--- src/rtl/sum_tx_sequencer.sv ---
// sum_tx_sequencer: captures two 4-bit operands from button presses and sends
// their sum to the UART as a four-byte ASCII frame (two hex digits, CR, LF).
module sum_tx_sequencer #(
  parameter bit          AUTO_SEND   = 1'b0,
  parameter int unsigned ACK_TIMEOUT = 16
) (
  input  logic       clk,
  input  logic       reset_n,
  input  logic       save_a_n,
  input  logic       save_b_n,
  input  logic       send_n,
  input  logic [3:0] data_input,
  input  logic       uart_tx_busy,
  output logic       uart_tx_en,
  output logic [7:0] uart_tx_data,
  output logic [3:0] op_a,
  output logic [3:0] op_b,
  output logic [4:0] sum,
  output logic       a_valid,
  output logic       b_valid,
  output logic       busy,
  output logic       err
);

  localparam logic [1:0] IDLE = 2'd0;
  localparam logic [1:0] LOAD = 2'd1;
  localparam logic [1:0] ACK  = 2'd2;
  localparam logic [1:0] DONE = 2'd3;

  logic [2:0] btnMeta_q, btnSync_q, btnPrev_q;
  logic [2:0] btnEvent;
  logic [1:0] state_q, state_d;
  logic [3:0] opA_q, opA_d, opB_q, opB_d;
  logic       aValid_q, aValid_d, bValid_q, bValid_d;
  logic [4:0] sum_q, snap_q, snap_d, opSum;
  logic       pending_q, pending_d;
  logic [1:0] idx_q, idx_d;
  logic [7:0] ackCnt_q, ackCnt_d;
  logic       err_q, err_d, txEn_q, txEn_d;
  logic [7:0] txData_q, txData_d, curByte;
  logic [3:0] hexLow;
  logic       idle, saveAny, startReq, deferReq, start;

  // Button bits are {send, save_b, save_a}; a press is a 1->0 step of the synchronized level.
  always_ff @(posedge clk or negedge reset_n) begin
    if (!reset_n) begin
      btnMeta_q <= '1;
      btnSync_q <= '1;
      btnPrev_q <= '1;
    end else begin
      btnMeta_q <= {send_n, save_b_n, save_a_n};
      btnSync_q <= btnMeta_q;
      btnPrev_q <= btnSync_q;
    end
  end

  assign btnEvent = btnPrev_q & ~btnSync_q;
  assign idle     = (state_q == IDLE);
  assign opSum    = {1'b0, opA_q} + {1'b0, opB_q};
  assign saveAny  = btnEvent[0] | btnEvent[1];

  // A request that coincides with a capture waits one cycle so it sees the new operands.
  assign startReq = (btnEvent[2] & ~saveAny) | pending_q;
  assign deferReq = (btnEvent[2] & saveAny) | (AUTO_SEND & btnEvent[1]);
  assign start    = idle & startReq & aValid_q & bValid_q;

  always_comb begin
    hexLow = snap_q[3:0];
    case (idx_q)
      2'd0:    curByte = snap_q[4] ? 8'h31 : 8'h30;
      2'd1:    curByte = (hexLow < 4'd10) ? (8'h30 + {4'h0, hexLow})
                                          : (8'h37 + {4'h0, hexLow});
      2'd2:    curByte = 8'h0D;
      default: curByte = 8'h0A;
    endcase
  end

  always_comb begin
    state_d   = state_q;
    opA_d     = opA_q;
    opB_d     = opB_q;
    aValid_d  = aValid_q;
    bValid_d  = bValid_q;
    snap_d    = snap_q;
    idx_d     = idx_q;
    ackCnt_d  = ackCnt_q;
    err_d     = err_q;
    txEn_d    = 1'b0;
    txData_d  = txData_q;
    pending_d = idle & deferReq;

    if (idle && btnEvent[0]) begin
      opA_d    = data_input;
      aValid_d = 1'b1;
    end
    if (idle && btnEvent[1]) begin
      opB_d    = data_input;
      bValid_d = 1'b1;
    end

    case (state_q)
      IDLE: begin
        if (start) begin
          state_d = LOAD;
          err_d   = 1'b0;
          idx_d   = 2'd0;
          snap_d  = opSum;
        end
      end
      LOAD: begin
        if (!uart_tx_busy) begin
          txEn_d   = 1'b1;
          txData_d = curByte;
          ackCnt_d = 8'd0;
          state_d  = ACK;
        end
      end
      ACK: begin
        // A busy rise on the final count still counts as an acknowledge.
        if (uart_tx_busy) begin
          state_d = DONE;
        end else if (ackCnt_q == 8'(ACK_TIMEOUT - 1)) begin
          err_d   = 1'b1;
          state_d = IDLE;
        end else begin
          ackCnt_d = ackCnt_q + 8'd1;
        end
      end
      DONE: begin
        if (!uart_tx_busy) begin
          if (idx_q == 2'd3) begin
            state_d = IDLE;
          end else begin
            idx_d   = idx_q + 2'd1;
            state_d = LOAD;
          end
        end
      end
      default: state_d = IDLE;
    endcase
  end

  always_ff @(posedge clk or negedge reset_n) begin
    if (!reset_n) begin
      state_q   <= IDLE;
      opA_q     <= 4'h0;
      opB_q     <= 4'h0;
      aValid_q  <= 1'b0;
      bValid_q  <= 1'b0;
      sum_q     <= 5'd0;
      snap_q    <= 5'd0;
      pending_q <= 1'b0;
      idx_q     <= 2'd0;
      ackCnt_q  <= 8'd0;
      err_q     <= 1'b0;
      txEn_q    <= 1'b0;
      txData_q  <= 8'h00;
    end else begin
      state_q   <= state_d;
      opA_q     <= opA_d;
      opB_q     <= opB_d;
      aValid_q  <= aValid_d;
      bValid_q  <= bValid_d;
      sum_q     <= opSum;
      snap_q    <= snap_d;
      pending_q <= pending_d;
      idx_q     <= idx_d;
      ackCnt_q  <= ackCnt_d;
      err_q     <= err_d;
      txEn_q    <= txEn_d;
      txData_q  <= txData_d;
    end
  end

  assign uart_tx_en   = txEn_q;
  assign uart_tx_data = txData_q;
  assign op_a         = opA_q;
  assign op_b         = opB_q;
  assign sum          = sum_q;
  assign a_valid      = aValid_q;
  assign b_valid      = bValid_q;
  assign busy         = ~idle;
  assign err          = err_q;

endmodule

--- config.mk ---
export PLATFORM = sky130hd
export DESIGN_NAME = sum_tx_sequencer
export DESIGN_NICKNAME = d
export VERILOG_FILES = /design/src/rtl/sum_tx_sequencer.sv
export SDC_FILE = /design/constraint.sdc
export NUM_CORES = 1
export LEC_CHECK = 0
export CORE_AREA = 2 2 96 70
export DETAILED_ROUTE_END_ITERATION = 8
export DIE_AREA = 0 0 98 72
export GPL_TIMING_DRIVEN = 0
export PLACE_DENSITY_LB_ADDON = 0.15
export SLEW_MARGIN = 20
export SYNTH_ARGS = -nofsm -noshare
export SYNTH_HDL_FRONTEND = slang
export SYNTH_SLANG_ARGS = --single-unit
--- constraint.sdc ---
create_clock -name clk -period 2.2 [get_ports clk]
set_input_delay 0.44 -clock clk [delete_from_list [all_inputs] [get_ports clk]]
set_output_delay 0.44 -clock clk [all_outputs]
set_load 0.03 [all_outputs]
==> tab_implementation.tex <==
\begin{tabular}{lr}
\hline
Metric & Value \\
\hline
\multicolumn{2}{l}{\textbf{Worst setup path}} \\
\quad Critical Path Sink Type & primary output \\
\quad Reg2Reg Depth & 5 \\
\quad Required arrival time at the worst endpoint & approximately 1.8 ns \\
\quad Worst reg-to-reg setup slack & 0.49 ns \\
\quad Peak fanout along the critical path & 7 \\
\quad FF-to-FF End & snap\_q[2] \\
\quad Launching element type of the critical path & flip-flop \\
\quad Arrival time of data at the critical path endpoint & around 1.7 ns \\
\quad Launch point of the worst reg-to-reg path & btnSync\_q[0] \\
\quad Path type of the worst setup path & reg2out \\
\multicolumn{2}{l}{\textbf{Placement}} \\
\quad Port Buffers & 34 \\
\quad Post-placement setup slack & around 0.30 ns \\
\quad RePlAce Congestion & about 0.8 \\
\quad Post-placement cell count & 322 \\
\quad Final HPWL from detailed placement & 3130 µm \\
\multicolumn{2}{l}{\textbf{Global route}} \\
\quad Met1 track demand over resource & about a fifth \\
\quad Total track usage & a little over an eighth \\
\quad First-pass GRT wire length & around 7500 µm \\
\quad Sum of overflow across all layers after global routing & 0 \\
\quad Number of antenna violations at the first check in global routing & 0 \\
\quad Fraction of met3 tracks used by global routing & 3.565\% \\
\quad Layer carrying the most global-route usage & met1 \\
\quad Met2 capacity usage during global routing & between 10\% and 20\% \\
\quad Number of global-route vias before repair & around 1600 \\
\quad Maximum number of pins on one net before global-route repair & between 50 and 60 \\
\multicolumn{2}{l}{\textbf{Logic synthesis}} \\
\quad Top area cells in the synthesized netlist & sky130\_fd\_sc\_hd\_\_dfrtp\_1 44\%, sky130\_fd\_sc\_hd\_\_dfstp\_2 10\%, sky130\_fd\_sc\_hd\_\_ha\_1 5.3\%, sky130\_fd\_sc\_hd\_\_mux2\_1 4.7\%, sky130\_fd\_sc\_hd\_\_nand2\_1 3.2\% \\
\quad Main combinational cell family by area after synthesis & simple AND/OR/NAND/NOR gates \\
\quad Most common cell in the netlist & sky130\_fd\_sc\_hd\_\_dfrtp\_1 \\
\quad Simple-gate portion of the synthesized area & between 10 and 15\% \\
\quad Syn Nets & 231 \\
\quad Average cell area after synthesis & roughly 11 µm² \\
\quad Cell variety after synth & 48 \\
\quad Post-synth top area share & between 40\% and 50\% \\
\quad Total of warnings raised by yosys & 0 \\
\quad Mux contribution to synthesized area & under 10\% \\
\quad Instance count of the mapped netlist & 210 \\
\quad Biggest area consumer among synthesized cells & sky130\_fd\_sc\_hd\_\_dfrtp\_1 \\
\quad Area of the mapped netlist & about 2400 µm² \\
\quad Share of the synthesized area in compound gates (AO/OA/AOI/OAI) & approximately 11\% \\
\quad Fraction of the yosys area taken by sequential cells & between 50\% and 60\% \\
\quad Number of enable-type register cells in the synthesized netlist & 0 \\
\quad Synth Area in Adders & 6.121\% \\
\quad Prevailing post-synth register cell & sky130\_fd\_sc\_hd\_\_dfrtp\_1 \\
\quad Synth Register Bits & between 50 and 60 \\
\quad Fraction of synthesized cell area in xor and xnor cells & 2.955\% \\
\quad Most numerous cell types in the synthesized netlist & 42 x sky130\_fd\_sc\_hd\_\_dfrtp\_1, 20 x sky130\_fd\_sc\_hd\_\_nand2\_1, 13 x sky130\_fd\_sc\_hd\_\_inv\_1, 13 x sky130\_fd\_sc\_hd\_\_nor2\_1 \\
\quad Share of flip-flops with an asynchronous set or reset after synthesis & between 90\% and 100\% \\
\multicolumn{2}{l}{\textbf{Power and ir drop}} \\
\quad Static leakage & about 1.3 nW \\
\quad Overall power after layout & slightly above 4 mW \\
\quad PD cells & around 1400 nW/µm² \\
\quad Worst VDD drop & roughly 0.63 mV \\
\multicolumn{2}{l}{\textbf{Routing}} \\
\quad Number of nets with antenna violations after routing & 0 \\
\quad Number of vias per cell & 4.842 \\
\quad Total wire length & between 4000 and 5000 µm \\
\quad Detailed-route via count & $\sim$1600 \\
\quad Routed len/inst & roughly 13 µm \\
\quad Detailed-routing iteration count for the pre-antenna-repair pass & 4 \\
\quad Number of DRC markers in iteration 0 & 61 \\
\quad Number of remaining DRC errors & 0 \\
\multicolumn{2}{l}{\textbf{Floorplan}} \\
\quad Effective utilization at floorplan & 38.90\% \\
\quad Number of core rows & 24 \\
\quad Core ar. & 6096 µm² \\
\quad Die Outline Area & 7056 µm² \\
\quad Io pins & 36 \\
\quad Horizontal extent of the die & 98 µm \\
\quad Die H & $\sim$72 µm \\
\multicolumn{2}{l}{\textbf{Clocking}} \\
\quad Worst-skew pair later-pin latency & around 0.31 ns \\
\quad Cts bufs inserted & 5 \\
\quad Reg clk slew, reported paths & 0.10 ns \\
\quad TritonCTS clock tree & built \\
\quad Post-CTS setup repair buffer count & 0 \\
\quad Total number of H-tree levels & 2 \\
\quad Number of buffers on the longest clock path & 2 \\
\quad Number of clock sinks & 51 \\
\quad Root buffer cell & sky130\_fd\_sc\_hd\_\_clkbuf\_8 \\
\multicolumn{2}{l}{\textbf{Timing}} \\
\quad Count of final hold-check violations & 0 \\
\quad Shortest period the worst path allows & around 2.1 ns \\
\quad Setup WS post-layout & roughly 0.11 ns \\
\quad Final setup violation count & 0 \\
\quad Final cycle utilization of the critical path & a little over nine tenths \\
\quad Fmax & between 400 and 500 MHz \\
\quad Tightest Pin Transition & $\sim$0.64 ns \\
\quad Setup TNS & 0 ns \\
\quad Unrepaired setup endpoints after global routing & no \\
\quad Worst slew margin & between 50\% and 60\% \\
\quad Number of pins with negative max-slew slack in the final report & 0 \\
\quad Worst clock skew & between 0.006 and 0.007 ns \\
\multicolumn{2}{l}{\textbf{Worst hold path}} \\
\quad Path category of the worst min-delay check & in2async \\
\multicolumn{2}{l}{\textbf{Final layout}} \\
\quad Final std cells w/o fill & 330 \\
\quad Number of nets at the end of the flow & about 270 \\
\quad Diodes inserted & 0 \\
\quad Final-layout fill cell count & about 570 \\
\quad Area Overhead vs Synth & 22.64\% \\
\quad Share of final-layout standard cells stronger than drive strength 1 & 13.89\% \\
\quad Final standard cell utilization of the core & 47.70\% \\
\multicolumn{2}{l}{\textbf{Job}} \\
\quad Max-Cap Viols & 0 \\
\multicolumn{2}{l}{\textbf{Outcome}} \\
\quad Run status & complete, no violations \\
\hline
\end{tabular}
[how the worst max path moves through the flow]
stage / startpoint / endpoint / slack, ns / cells past startpoint
floorplan: op_b[0] / snap_q[2] / 0.50 / 5
global placement: reset_n / a_valid / -0.88 / 1
detailed placement: uart_tx_busy / uart_tx_data[5] / 0.30 / 6
CTS: state_q[1] / busy / 0.01 / 3
global route: state_q[1] / busy / 0.03 / 3
finish: state_q[1] / busy / 0.11 / 3
[logic make-up (layout without fill, tap and decap cells)]
| family | count (synthesis) | after routing |
|---|---|---|
| XOR/XNOR | 8 | 8 |
| flip-flops | 51 | 51 |
| adder cells (fa/ha/maj) | 11 | 11 |
| buffers and inverters | 23 | 65 |
| multiplexers | 12 | 12 |
| other | 1 | 1 |
| AO/OA/AOI/OAI | 38 | 38 |
| AND/OR/NAND/NOR | 66 | 66 |
[report_power, final]
group / switching (mW) / internal [mW] / leakage [nW]
Combinational: 1.13 / 0.859 / 0.594
Sequential: 0.246 / 1.25 / 0.619
Clock: 0.346 / 0.236 / 0.0467
Total: 1.72 / 2.34 / 1.26
[layer usage]
layer / vias to the layer above / wire (µm)
met5: - / 0
met4: 0 / 51
met3: 5 / 184
met1: 756 / 2412
li1: 801 / -
met2: 36 / 1732
[state kept, by name, indices dropped and copies added, names as in the netlist]
signal        flops
a_valid           1
idx_q             2
snap_q            5
state_q           2
btnMeta_q         3
sum               5
ackCnt_q          8
btnSync_q         3
b_valid           1
uart_tx_data      7
op_a              4
uart_tx_en        1
err               1
op_b              4
pending_q         1
btnPrev_q         3
[metrics by stage]
| stage | hold WS [ns] | area, µm² |
|---|---|---|
| after floorplan | 0.1444 | 2371 |
| after global placement | 0.3462 | 2809 |
| after detailed placement | 0.3472 | 2806 |
| after CTS | 0.1783 | 2903 |
| after global routing | 0.1886 | 2908 |
| final | 0.1560 | 2908 |
[area by class of cell]
cell class	instances	area, µm²	area share [%]
multi-input combinational	136	979.7	33.69
clock buffer	5	68.82	2.367
sequential	51	1287	44.28
tap	78	97.59	3.356
clock inverter	3	27.53	0.9466
timing repair buffer	34	337.8	11.62
inverter	14	52.55	1.807
buffer	9	56.30	1.936
[layout by cell type (no fill, tap or decap), types with 3 or more instances in the layout]
cell type	Yosys	final
sky130_fd_sc_hd__clkdlybuf4s50_1	0	33
sky130_fd_sc_hd__o21ai_0	3	3
sky130_fd_sc_hd__nand3_1	3	3
sky130_fd_sc_hd__or2_1	3	3
sky130_fd_sc_hd__clkbuf_8	0	5
sky130_fd_sc_hd__nand4_1	3	3
sky130_fd_sc_hd__xnor2_1	4	4
sky130_fd_sc_hd__ha_1	10	10
sky130_fd_sc_hd__nand2_1	20	20
sky130_fd_sc_hd__nor2b_1	3	3
sky130_fd_sc_hd__o31ai_1	3	3
sky130_fd_sc_hd__nand2b_1	7	7
sky130_fd_sc_hd__dfrtp_1	42	42
sky130_fd_sc_hd__mux2_1	10	10
sky130_fd_sc_hd__a21oi_1	8	8
sky130_fd_sc_hd__xor2_1	4	4
sky130_fd_sc_hd__buf_4	3	4
sky130_fd_sc_hd__o21ai_1	8	8
sky130_fd_sc_hd__inv_1	13	13
sky130_fd_sc_hd__buf_2	3	3
sky130_fd_sc_hd__and3_1	3	3
sky130_fd_sc_hd__nor2_1	13	13
sky130_fd_sc_hd__dfstp_2	9	9
[what timing repair did]
action,in CTS,in global routing
hold endpoints to repair,0,0
gates resized for setup,0,1
endpoints found under the setup margin,0,1
hold buffers,0,0
[worst max-delay path, stage by stage (launching register included)]
cell and delay, ns:
sky130_fd_sc_hd__dfrtp_1 0.48, sky130_fd_sc_hd__nor2_4 0.22, sky130_fd_sc_hd__inv_1 0.06, sky130_fd_sc_hd__clkdlybuf4s50_1 0.58
Power figures use the tool's default switching activity.
